File: config.mk
export PLATFORM = sky130hd
export DESIGN_NAME = tcam_lookup_engine_flat
export DESIGN_NICKNAME = d
export VERILOG_FILES = /design/src/rtl/tcam_lookup_engine_if.sv /design/src/rtl/tcam_lookup_engine.sv /design/src/flat_wrapper.sv
export SDC_FILE = /design/constraint.sdc
export NUM_CORES = 1
export LEC_CHECK = 0
export BUFFER_PORTS_ARGS = -buffer_cell sky130_fd_sc_hd__buf_4
export CAP_MARGIN = 20
export CORE_MARGIN = 5
export CORE_UTILIZATION = 45
export DETAILED_ROUTE_END_ITERATION = 10
export GPL_TIMING_DRIVEN = 0
export PLACE_DENSITY = 0.65
export RECOVER_POWER = 100
export SYNTH_ARGS = -nofsm -noshare
export SYNTH_HDL_FRONTEND = slang
export SYNTH_SLANG_ARGS = --single-unit
export TNS_END_PERCENT = 30
File: constraint.sdc
create_clock -name clk -period 3.6 [get_ports clk]
set_input_delay 0.18 -clock clk [delete_from_list [all_inputs] [get_ports clk]]
set_output_delay 0.18 -clock clk [all_outputs]
set_load 0.02 [all_outputs]
File: src/rtl/tcam_lookup_engine_if.sv
// Command/response bundle for the TCAM lookup engine.
// Master issues commands and consumes responses; slave is the engine.
interface tcam_lookup_engine_if #(
    parameter int KEY_WIDTH  = 8,
    parameter int ID_WIDTH   = 4,
    parameter int ADDR_WIDTH = 4
);

    logic                  cmd_valid;
    logic                  cmd_ready;
    logic [2:0]            cmd_op;
    logic [ADDR_WIDTH-1:0] cmd_addr;
    logic [KEY_WIDTH-1:0]  cmd_key;
    logic [KEY_WIDTH-1:0]  cmd_mask;
    logic [ID_WIDTH-1:0]   cmd_data;

    logic                  rsp_valid;
    logic                  rsp_ready;
    logic                  rsp_hit;
    logic                  rsp_multi;
    logic [ADDR_WIDTH-1:0] rsp_addr;
    logic [ID_WIDTH-1:0]   rsp_data;
    logic                  rsp_err;

    modport master (
        output cmd_valid, cmd_op, cmd_addr, cmd_key, cmd_mask, cmd_data,
        output rsp_ready,
        input  cmd_ready,
        input  rsp_valid, rsp_hit, rsp_multi, rsp_addr, rsp_data, rsp_err
    );

    modport slave (
        input  cmd_valid, cmd_op, cmd_addr, cmd_key, cmd_mask, cmd_data,
        input  rsp_ready,
        output cmd_ready,
        output rsp_valid, rsp_hit, rsp_multi, rsp_addr, rsp_data, rsp_err
    );

endinterface

File: src/rtl/tcam_lookup_engine.sv
// Ternary CAM in flops with a single-outstanding command FSM.
// Lowest matching index wins a LOOKUP; FLUSH walks one entry per cycle.
module tcam_lookup_engine #(
    parameter int KEY_WIDTH  = 8,
    parameter int ID_WIDTH   = 4,
    parameter int WORDS      = 16,
    parameter int ADDR_WIDTH = $clog2(WORDS)
) (
    input  logic                  clk,
    input  logic                  rst,
    tcam_lookup_engine_if.slave   bus,
    output logic [15:0]           stat_lookups,
    output logic [15:0]           stat_hits
);

    localparam logic [2:0] OP_NOP    = 3'd0;
    localparam logic [2:0] OP_WRITE  = 3'd1;
    localparam logic [2:0] OP_READ   = 3'd2;
    localparam logic [2:0] OP_FLUSH  = 3'd3;
    localparam logic [2:0] OP_LOOKUP = 3'd4;
    localparam logic [2:0] OP_INVAL  = 3'd5;

    localparam logic [ADDR_WIDTH-1:0] LAST  = ADDR_WIDTH'(WORDS - 1);
    localparam logic [ADDR_WIDTH:0]   DEPTH = (ADDR_WIDTH + 1)'(WORDS);

    typedef enum logic [1:0] {
        IDLE,
        MATCH,
        FLUSH,
        RESP
    } state_t;

    state_t state;
    state_t state_nx;

    logic [KEY_WIDTH-1:0] ekey  [WORDS];
    logic [KEY_WIDTH-1:0] emask [WORDS];
    logic [ID_WIDTH-1:0]  edata [WORDS];
    logic [WORDS-1:0]     valid;

    logic [ADDR_WIDTH-1:0] flush_cnt;
    logic [KEY_WIDTH-1:0]  lk_key;
    logic [KEY_WIDTH-1:0]  lk_mask;

    logic op_write;
    logic op_read;
    logic op_flush;
    logic op_lookup;
    logic op_inval;
    logic op_ill;
    logic addr_ok;
    logic cmd_err;
    logic accept;

    logic                  lk_found;
    logic                  lk_multi;
    logic [ADDR_WIDTH-1:0] lk_idx;
    logic [ID_WIDTH-1:0]   lk_data;

    logic                  r_hit;
    logic                  r_multi;
    logic                  r_err;
    logic [ADDR_WIDTH-1:0] r_addr;
    logic [ID_WIDTH-1:0]   r_data;

    logic cmd_ready_c;
    logic rsp_valid_c;

    // Opcode decode; 6 and 7 fall into the illegal bucket.
    always_comb begin
        op_write  = 1'b0;
        op_read   = 1'b0;
        op_flush  = 1'b0;
        op_lookup = 1'b0;
        op_inval  = 1'b0;
        op_ill    = 1'b0;
        unique case (bus.cmd_op)
            OP_NOP:    ;
            OP_WRITE:  op_write  = 1'b1;
            OP_READ:   op_read   = 1'b1;
            OP_FLUSH:  op_flush  = 1'b1;
            OP_LOOKUP: op_lookup = 1'b1;
            OP_INVAL:  op_inval  = 1'b1;
            default:   op_ill    = 1'b1;
        endcase
    end

    assign accept  = bus.cmd_valid && (state == IDLE);
    assign addr_ok = {1'b0, bus.cmd_addr} < DEPTH;
    assign cmd_err = op_ill
                   || ((op_write || op_read || op_inval) && !addr_ok);

    // State register.
    always_ff @(posedge clk) begin
        if (rst) begin
            state <= IDLE;
        end else begin
            state <= state_nx;
        end
    end

    // Next-state logic; lookups and flushes detour before RESP.
    always_comb begin
        state_nx = state;
        unique case (state)
            IDLE: begin
                if (accept) begin
                    unique case (1'b1)
                        op_lookup: state_nx = MATCH;
                        op_flush:  state_nx = FLUSH;
                        default:   state_nx = RESP;
                    endcase
                end
            end
            MATCH: state_nx = RESP;
            FLUSH: begin
                if (flush_cnt == LAST) begin
                    state_nx = RESP;
                end
            end
            RESP: begin
                if (bus.rsp_ready) begin
                    state_nx = IDLE;
                end
            end
            default: state_nx = IDLE;
        endcase
    end

    // Handshake outputs follow the state directly.
    always_comb begin
        cmd_ready_c = (state == IDLE);
        rsp_valid_c = (state == RESP);
    end

    // Entry contents; deliberately not reset, only valid bits are.
    always_ff @(posedge clk) begin
        if (accept && op_write && !cmd_err) begin
            ekey[bus.cmd_addr]  <= bus.cmd_key;
            emask[bus.cmd_addr] <= bus.cmd_mask;
            edata[bus.cmd_addr] <= bus.cmd_data;
        end
    end

    // Lookup operand capture for the MATCH cycle.
    always_ff @(posedge clk) begin
        if (accept && op_lookup) begin
            lk_key  <= bus.cmd_key;
            lk_mask <= bus.cmd_mask;
        end
    end

    // Valid bits and the flush walker.
    always_ff @(posedge clk) begin
        if (rst) begin
            valid     <= '0;
            flush_cnt <= '0;
        end else begin
            if (accept && !cmd_err) begin
                if (op_write) begin
                    valid[bus.cmd_addr] <= 1'b1;
                end
                if (op_inval) begin
                    valid[bus.cmd_addr] <= 1'b0;
                end
            end
            if (state == FLUSH) begin
                valid[flush_cnt] <= 1'b0;
                flush_cnt <= (flush_cnt == LAST) ? '0 : flush_cnt + 1'b1;
            end
        end
    end

    // Match lines with lowest-index priority and a second-hit flag.
    always_comb begin
        lk_found = 1'b0;
        lk_multi = 1'b0;
        lk_idx   = '0;
        lk_data  = '0;
        for (int i = 0; i < WORDS; i++) begin
            if (valid[i]
                && (((lk_key ^ ekey[i]) & emask[i] & lk_mask) == '0)) begin
                if (lk_found) begin
                    lk_multi = 1'b1;
                end else begin
                    lk_found = 1'b1;
                    lk_idx   = ADDR_WIDTH'(i);
                    lk_data  = edata[i];
                end
            end
        end
    end

    // Response register: cleared at accept, filled by READ or MATCH.
    always_ff @(posedge clk) begin
        if (rst) begin
            r_hit   <= 1'b0;
            r_multi <= 1'b0;
            r_err   <= 1'b0;
            r_addr  <= '0;
            r_data  <= '0;
        end else if (accept) begin
            r_hit   <= 1'b0;
            r_multi <= 1'b0;
            r_err   <= cmd_err;
            r_addr  <= '0;
            r_data  <= '0;
            if (op_read && !cmd_err) begin
                r_hit  <= valid[bus.cmd_addr];
                r_addr <= bus.cmd_addr;
                r_data <= edata[bus.cmd_addr];
            end
        end else if (state == MATCH) begin
            r_hit   <= lk_found;
            r_multi <= lk_multi;
            r_addr  <= lk_idx;
            r_data  <= lk_data;
        end
    end

    // Saturating lookup statistics, bumped when a result registers.
    always_ff @(posedge clk) begin
        if (rst) begin
            stat_lookups <= '0;
            stat_hits    <= '0;
        end else if (state == MATCH) begin
            if (stat_lookups != 16'hFFFF) begin
                stat_lookups <= stat_lookups + 16'd1;
            end
            if (lk_found && (stat_hits != 16'hFFFF)) begin
                stat_hits <= stat_hits + 16'd1;
            end
        end
    end

    assign bus.cmd_ready = cmd_ready_c;
    assign bus.rsp_valid = rsp_valid_c;
    assign bus.rsp_hit   = r_hit;
    assign bus.rsp_multi = r_multi;
    assign bus.rsp_err   = r_err;
    assign bus.rsp_addr  = r_addr;
    assign bus.rsp_data  = r_data;

endmodule
File: src/flat_wrapper.sv
// flat-port wrapper written by rule: the top's interface ports become plain ports
module tcam_lookup_engine_flat 
#(
    parameter int KEY_WIDTH  = 8,
    parameter int ID_WIDTH   = 4,
    parameter int WORDS      = 16,
    parameter int ADDR_WIDTH = $clog2(WORDS)
)
  (clk, rst, stat_lookups, stat_hits, bus_cmd_valid, bus_cmd_op, bus_cmd_addr, bus_cmd_key, bus_cmd_mask, bus_cmd_data, bus_rsp_ready, bus_cmd_ready, bus_rsp_valid, bus_rsp_hit, bus_rsp_multi, bus_rsp_addr, bus_rsp_data, bus_rsp_err);
  tcam_lookup_engine_if #(.KEY_WIDTH(KEY_WIDTH), .ID_WIDTH(ID_WIDTH), .ADDR_WIDTH(ADDR_WIDTH)) bus_i ();
  input  logic clk;
  input  logic rst;
  output logic [15:0] stat_lookups;
  output logic [15:0] stat_hits;
  input wire logic [$bits(bus_i.cmd_valid)-1:0] bus_cmd_valid;
  input wire logic [$bits(bus_i.cmd_op)-1:0] bus_cmd_op;
  input wire logic [$bits(bus_i.cmd_addr)-1:0] bus_cmd_addr;
  input wire logic [$bits(bus_i.cmd_key)-1:0] bus_cmd_key;
  input wire logic [$bits(bus_i.cmd_mask)-1:0] bus_cmd_mask;
  input wire logic [$bits(bus_i.cmd_data)-1:0] bus_cmd_data;
  input wire logic [$bits(bus_i.rsp_ready)-1:0] bus_rsp_ready;
  output wire logic [$bits(bus_i.cmd_ready)-1:0] bus_cmd_ready;
  output wire logic [$bits(bus_i.rsp_valid)-1:0] bus_rsp_valid;
  output wire logic [$bits(bus_i.rsp_hit)-1:0] bus_rsp_hit;
  output wire logic [$bits(bus_i.rsp_multi)-1:0] bus_rsp_multi;
  output wire logic [$bits(bus_i.rsp_addr)-1:0] bus_rsp_addr;
  output wire logic [$bits(bus_i.rsp_data)-1:0] bus_rsp_data;
  output wire logic [$bits(bus_i.rsp_err)-1:0] bus_rsp_err;
  assign bus_i.cmd_valid = bus_cmd_valid;
  assign bus_i.cmd_op = bus_cmd_op;
  assign bus_i.cmd_addr = bus_cmd_addr;
  assign bus_i.cmd_key = bus_cmd_key;
  assign bus_i.cmd_mask = bus_cmd_mask;
  assign bus_i.cmd_data = bus_cmd_data;
  assign bus_i.rsp_ready = bus_rsp_ready;
  assign bus_cmd_ready = bus_i.cmd_ready;
  assign bus_rsp_valid = bus_i.rsp_valid;
  assign bus_rsp_hit = bus_i.rsp_hit;
  assign bus_rsp_multi = bus_i.rsp_multi;
  assign bus_rsp_addr = bus_i.rsp_addr;
  assign bus_rsp_data = bus_i.rsp_data;
  assign bus_rsp_err = bus_i.rsp_err;
  tcam_lookup_engine #(.KEY_WIDTH(KEY_WIDTH), .ID_WIDTH(ID_WIDTH), .WORDS(WORDS), .ADDR_WIDTH(ADDR_WIDTH)) u_core (.clk(clk), .rst(rst), .bus(bus_i), .stat_lookups(stat_lookups), .stat_hits(stat_hits));
endmodule
==> impl_metrics.ini <==
[global_route]
first_global_vias = 11206
grt_max_degree = 18
antenna_found_initial = 1
grt_pass1_wl_mm = 69.33
grt_overflow = 0
grt_usage_pct = 20.69

[logic_synthesis]
synth.net_count = 1364
ys_ff_latch = 401
yosysTopAreaCellShare_pct = 57.16
synth_top_family_by_area = simple AND/OR/NAND/NOR gates
synth_area_um2 = 17650
ys_seq_area_share_pct = 64.53
synth_area_leaders = edfxtp_1, dfxtp_1, xnor2_1, mux4_2, xor2_1
synthAdderAreaFrac_pct = 0.9427
synthXorXnorAreaFrac_pct = 7.145
synth_compound_area_share_pct = 8.676
ys_types = 85
yosysWarnings = 0
synth-edff-count = 336
yosysTopAreaCell = edfxtp_1
async_flop_share_pct = 0
synthSimpleGateAreaFrac_pct = 11.68
muxShareOfSynthArea_pct = 4.373
synth_cells = 1323
ys.flop_type = edfxtp_1
postSynthAreaPerCell_um2 = 13.34

[critical_path]
critPathRequiredTime_ns = 4.03
critPathCaptureType = flip-flop
path_max_fanout = 10
r2r_end = u_core.bus.rsp_data[2]$_SDFFE_PP0P_
r2r-start = u_core.lk_key[1]$_DFFE_PP_
worstSetupPathType = reg -> reg
start_kind = flip-flop
reg2reg_depth = 12
reg2reg_setup_slack_ns = 0.12
worstPathArrival_ns = 3.91

[clock_tree]
cts_buffers = 42
clockBufferDepth = 3
clk_latency_ns = 0.57
htreeDepth = 2
clkTransAtPathRegs_ns = 0.06
root_buffer = clkbuf_16
numClockSinks = 401
cts_tree = yes

[pwr]
seqPwrFrac_pct = 49.9
p_clk_share_pct = 40.8
power.total_w = 0.01035
p_comb_share_pct = 9.3
internal_power_w = 0.007839
vdd_ir_drop_max_mv = 0.4403
swShare_pct = 24.28
netSwitchingPower_w = 0.002513
p_leak_nw = 6.852
powerDensity_nw_per_um2 = 503.3

[floorplan]
fp.dieH_um = 208.1
coreArea_um2 = 38740
num_rows = 72
initial_utilization_pct = 45.57
die_w_um = 208.1
die_area_um2 = 43290
pin_count = 76

[min_path]
hold_start = rst
holdPathEnd = u_core.stat_hits[2]$_SDFFE_PP0P_
worstHoldPathCells = 4
worstHoldPathType = in -> reg

[detailed_routing]
wl_per_cell_um = 22.52
drc = 0
wirelength_mm = 46.03
drtIter0Drc = 1040
vias = 11571
ant_nets = 0
dr.pass1.iters = 7
vias_per_cell = 5.661

[cells_and_area]
nets = 1533
final_util_pct = 53.10
syn_to_final_growth_pct = 16.53
antennaDiodeCount = 0
drive_gt1_share_pct = 13.76
layout_common_cells = edfxtp_1, nand2_1, clkbuf_1
fill_cells = 3325
layout_commonest_cell = edfxtp_1

[sta]
setup_tns_ns = 0
holdWs_ns = 0.08527
finalCritPeriodShare_pct = 96.74
slew_headroom_pct = 26.92
setup_violations = 0
setup_slack_ns = 0.1172
clock_skew_ns = 0.02060
fin_crit_ns = 3.483
tightest_slew_ns = 1.096
hold_violations = 0
fmax_mhz = 287.1
slew_violations = 0

[job]
cap_violations = 0

[place]
hpwl_mm = 32.54
place.gp.congestion = 0.9236
io_buffers = 71
pre_cts_slack_ns = -0.3449

[run_status]
status = finished, final reports clean
## area by class of cell
| cell class | instances | area, um2 | area share, % |
|---|---|---|---|
| clock buffers | 56 | 1145 | 5.566 |
| plain buffers | 71 | 395.4 | 1.922 |
| inverters | 22 | 82.58 | 0.4015 |
| well taps | 518 | 648.1 | 3.151 |
| clock inverters | 22 | 198.9 | 0.9672 |
| repair buffers | 126 | 775.7 | 3.771 |
| multi-input cells | 828 | 5933 | 28.84 |
| flip-flops and latches | 401 | 11390 | 55.38 |
## cell families (layout without fill, tap and decap cells)
| group | after synthesis | after routing |
|---|---|---|
| adders and majority gates | 14 | 14 |
| xor gates and xnor gates | 144 | 144 |
| DFF | 401 | 401 |
| muxes | 42 | 42 |
| and+or+nand+nor | 414 | 414 |
| buffers and inverters | 94 | 297 |
| AOI/OAI and AO/OA | 214 | 214 |
## synth_stat cells, drive strengths merged (4+ instances only)
| master | instances |
|---|---|
| a22oi | 5 |
| nor2 | 86 |
| inv | 22 |
| o21a | 4 |
| nor4 | 4 |
| o211ai | 8 |
| xnor2 | 81 |
| a222oi | 5 |
| o22ai | 34 |
| and3 | 18 |
| o221ai | 4 |
| a221o | 4 |
| or2 | 9 |
| a211oi | 20 |
| mux2i | 7 |
| edfxtp | 336 |
| o21bai | 4 |
| a2111oi | 9 |
| nor2b | 15 |
| nand3 | 50 |
| clkbuf | 41 |
| xor2 | 63 |
| mux4 | 25 |
| or3 | 12 |
| mux2 | 10 |
| o21ai | 37 |
| nand2 | 129 |
| or4 | 5 |
| a21oi | 26 |
| maj3 | 4 |
| nand4 | 15 |
| and2 | 20 |
| a31oi | 11 |
| nor3 | 29 |
| buf | 31 |
| dfxtp | 65 |
| a211o | 4 |
| nand2b | 9 |
| ha | 10 |
| o32a | 6 |
## flip-flops by register name, indices dropped and copies added, names as in the netlist, 8 cells and up
signal               flops
u_core.edata            64
u_core.ekey            128
u_core.emask           128
u_core.lk_key            8
u_core.lk_mask           8
u_core.stat_hits        16
u_core.stat_lookups     16
u_core.valid            16
## worst max-delay path: stages (launching register included)
cell and delay (ns):
edfxtp_1 0.35, buf_4 0.19, buf_6 0.17, xnor2_1 0.16, o22ai_1 0.16, or4_1 0.63
or2_2 0.35, clkbuf_1 0.26, nor2_2 0.27, a21oi_1 0.06, o211a_1 0.23, o31ai_1 0.38
a2111oi_2 0.13
## metal layers
layer,wire length [um],track usage (%),up-vias
met5,0,0,-
met4,1122,5.821,0
met3,3866,4.459,76
met2,21560,33.42,508
met1,19490,28.59,5675
li1,-,-,5312
## worst max-delay path by stage
stage                                 startpoint                             endpoint  slack, ns
detailed placement   u_core.lk_mask[0]$_DFFE_PP_  u_core.bus.rsp_data[3]$_SDFFE_PP0P_      -0.34
floorplan           u_core.state[0]$_SDFFE_PP0P_          u_core.valid[11]$_SDFF_PP0_       0.18
global placement                 bus_cmd_addr[0]          u_core.valid[11]$_SDFF_PP0_      -1.45
CTS                  u_core.lk_mask[6]$_DFFE_PP_  u_core.bus.rsp_data[3]$_SDFFE_PP0P_       0.02
finish                u_core.lk_key[1]$_DFFE_PP_  u_core.bus.rsp_data[2]$_SDFFE_PP0P_       0.12
global route          u_core.lk_key[0]$_DFFE_PP_    u_core.stat_hits[12]$_SDFFE_PP0P_      -0.02
## per-stage QoR
step	std cells	area [um2]
after global placement	1912	18830
after floorplan	1323	17650
after global routing	2044	20570
after CTS	2039	20840
final	2044	20570
after detailed placement	1939	19220
## power by group through the flow
stage	clock [W]	sequential [W]	combinational [W]
3_5_place_dp	0	0.00526	0.000988
3_3_place_gp	0	0.00526	0.000960
6_report	0.00423	0.00516	0.000960
5_1_grt	0.00449	0.00517	0.00106
2_1_floorplan	0	0.00530	0.000560
4_1_cts	0.00430	0.00516	0.00101
## what timing repair did
item	4_1_cts	5_1_grt
resized for setup	8	24
pin swaps	0	2
hold buffers	23	0
cloned	0	0
endpoints found under the hold margin	325	0
setup endpoints to repair	20	22
buffers inserted	0	5
Power figures use the tool's default switching activity.
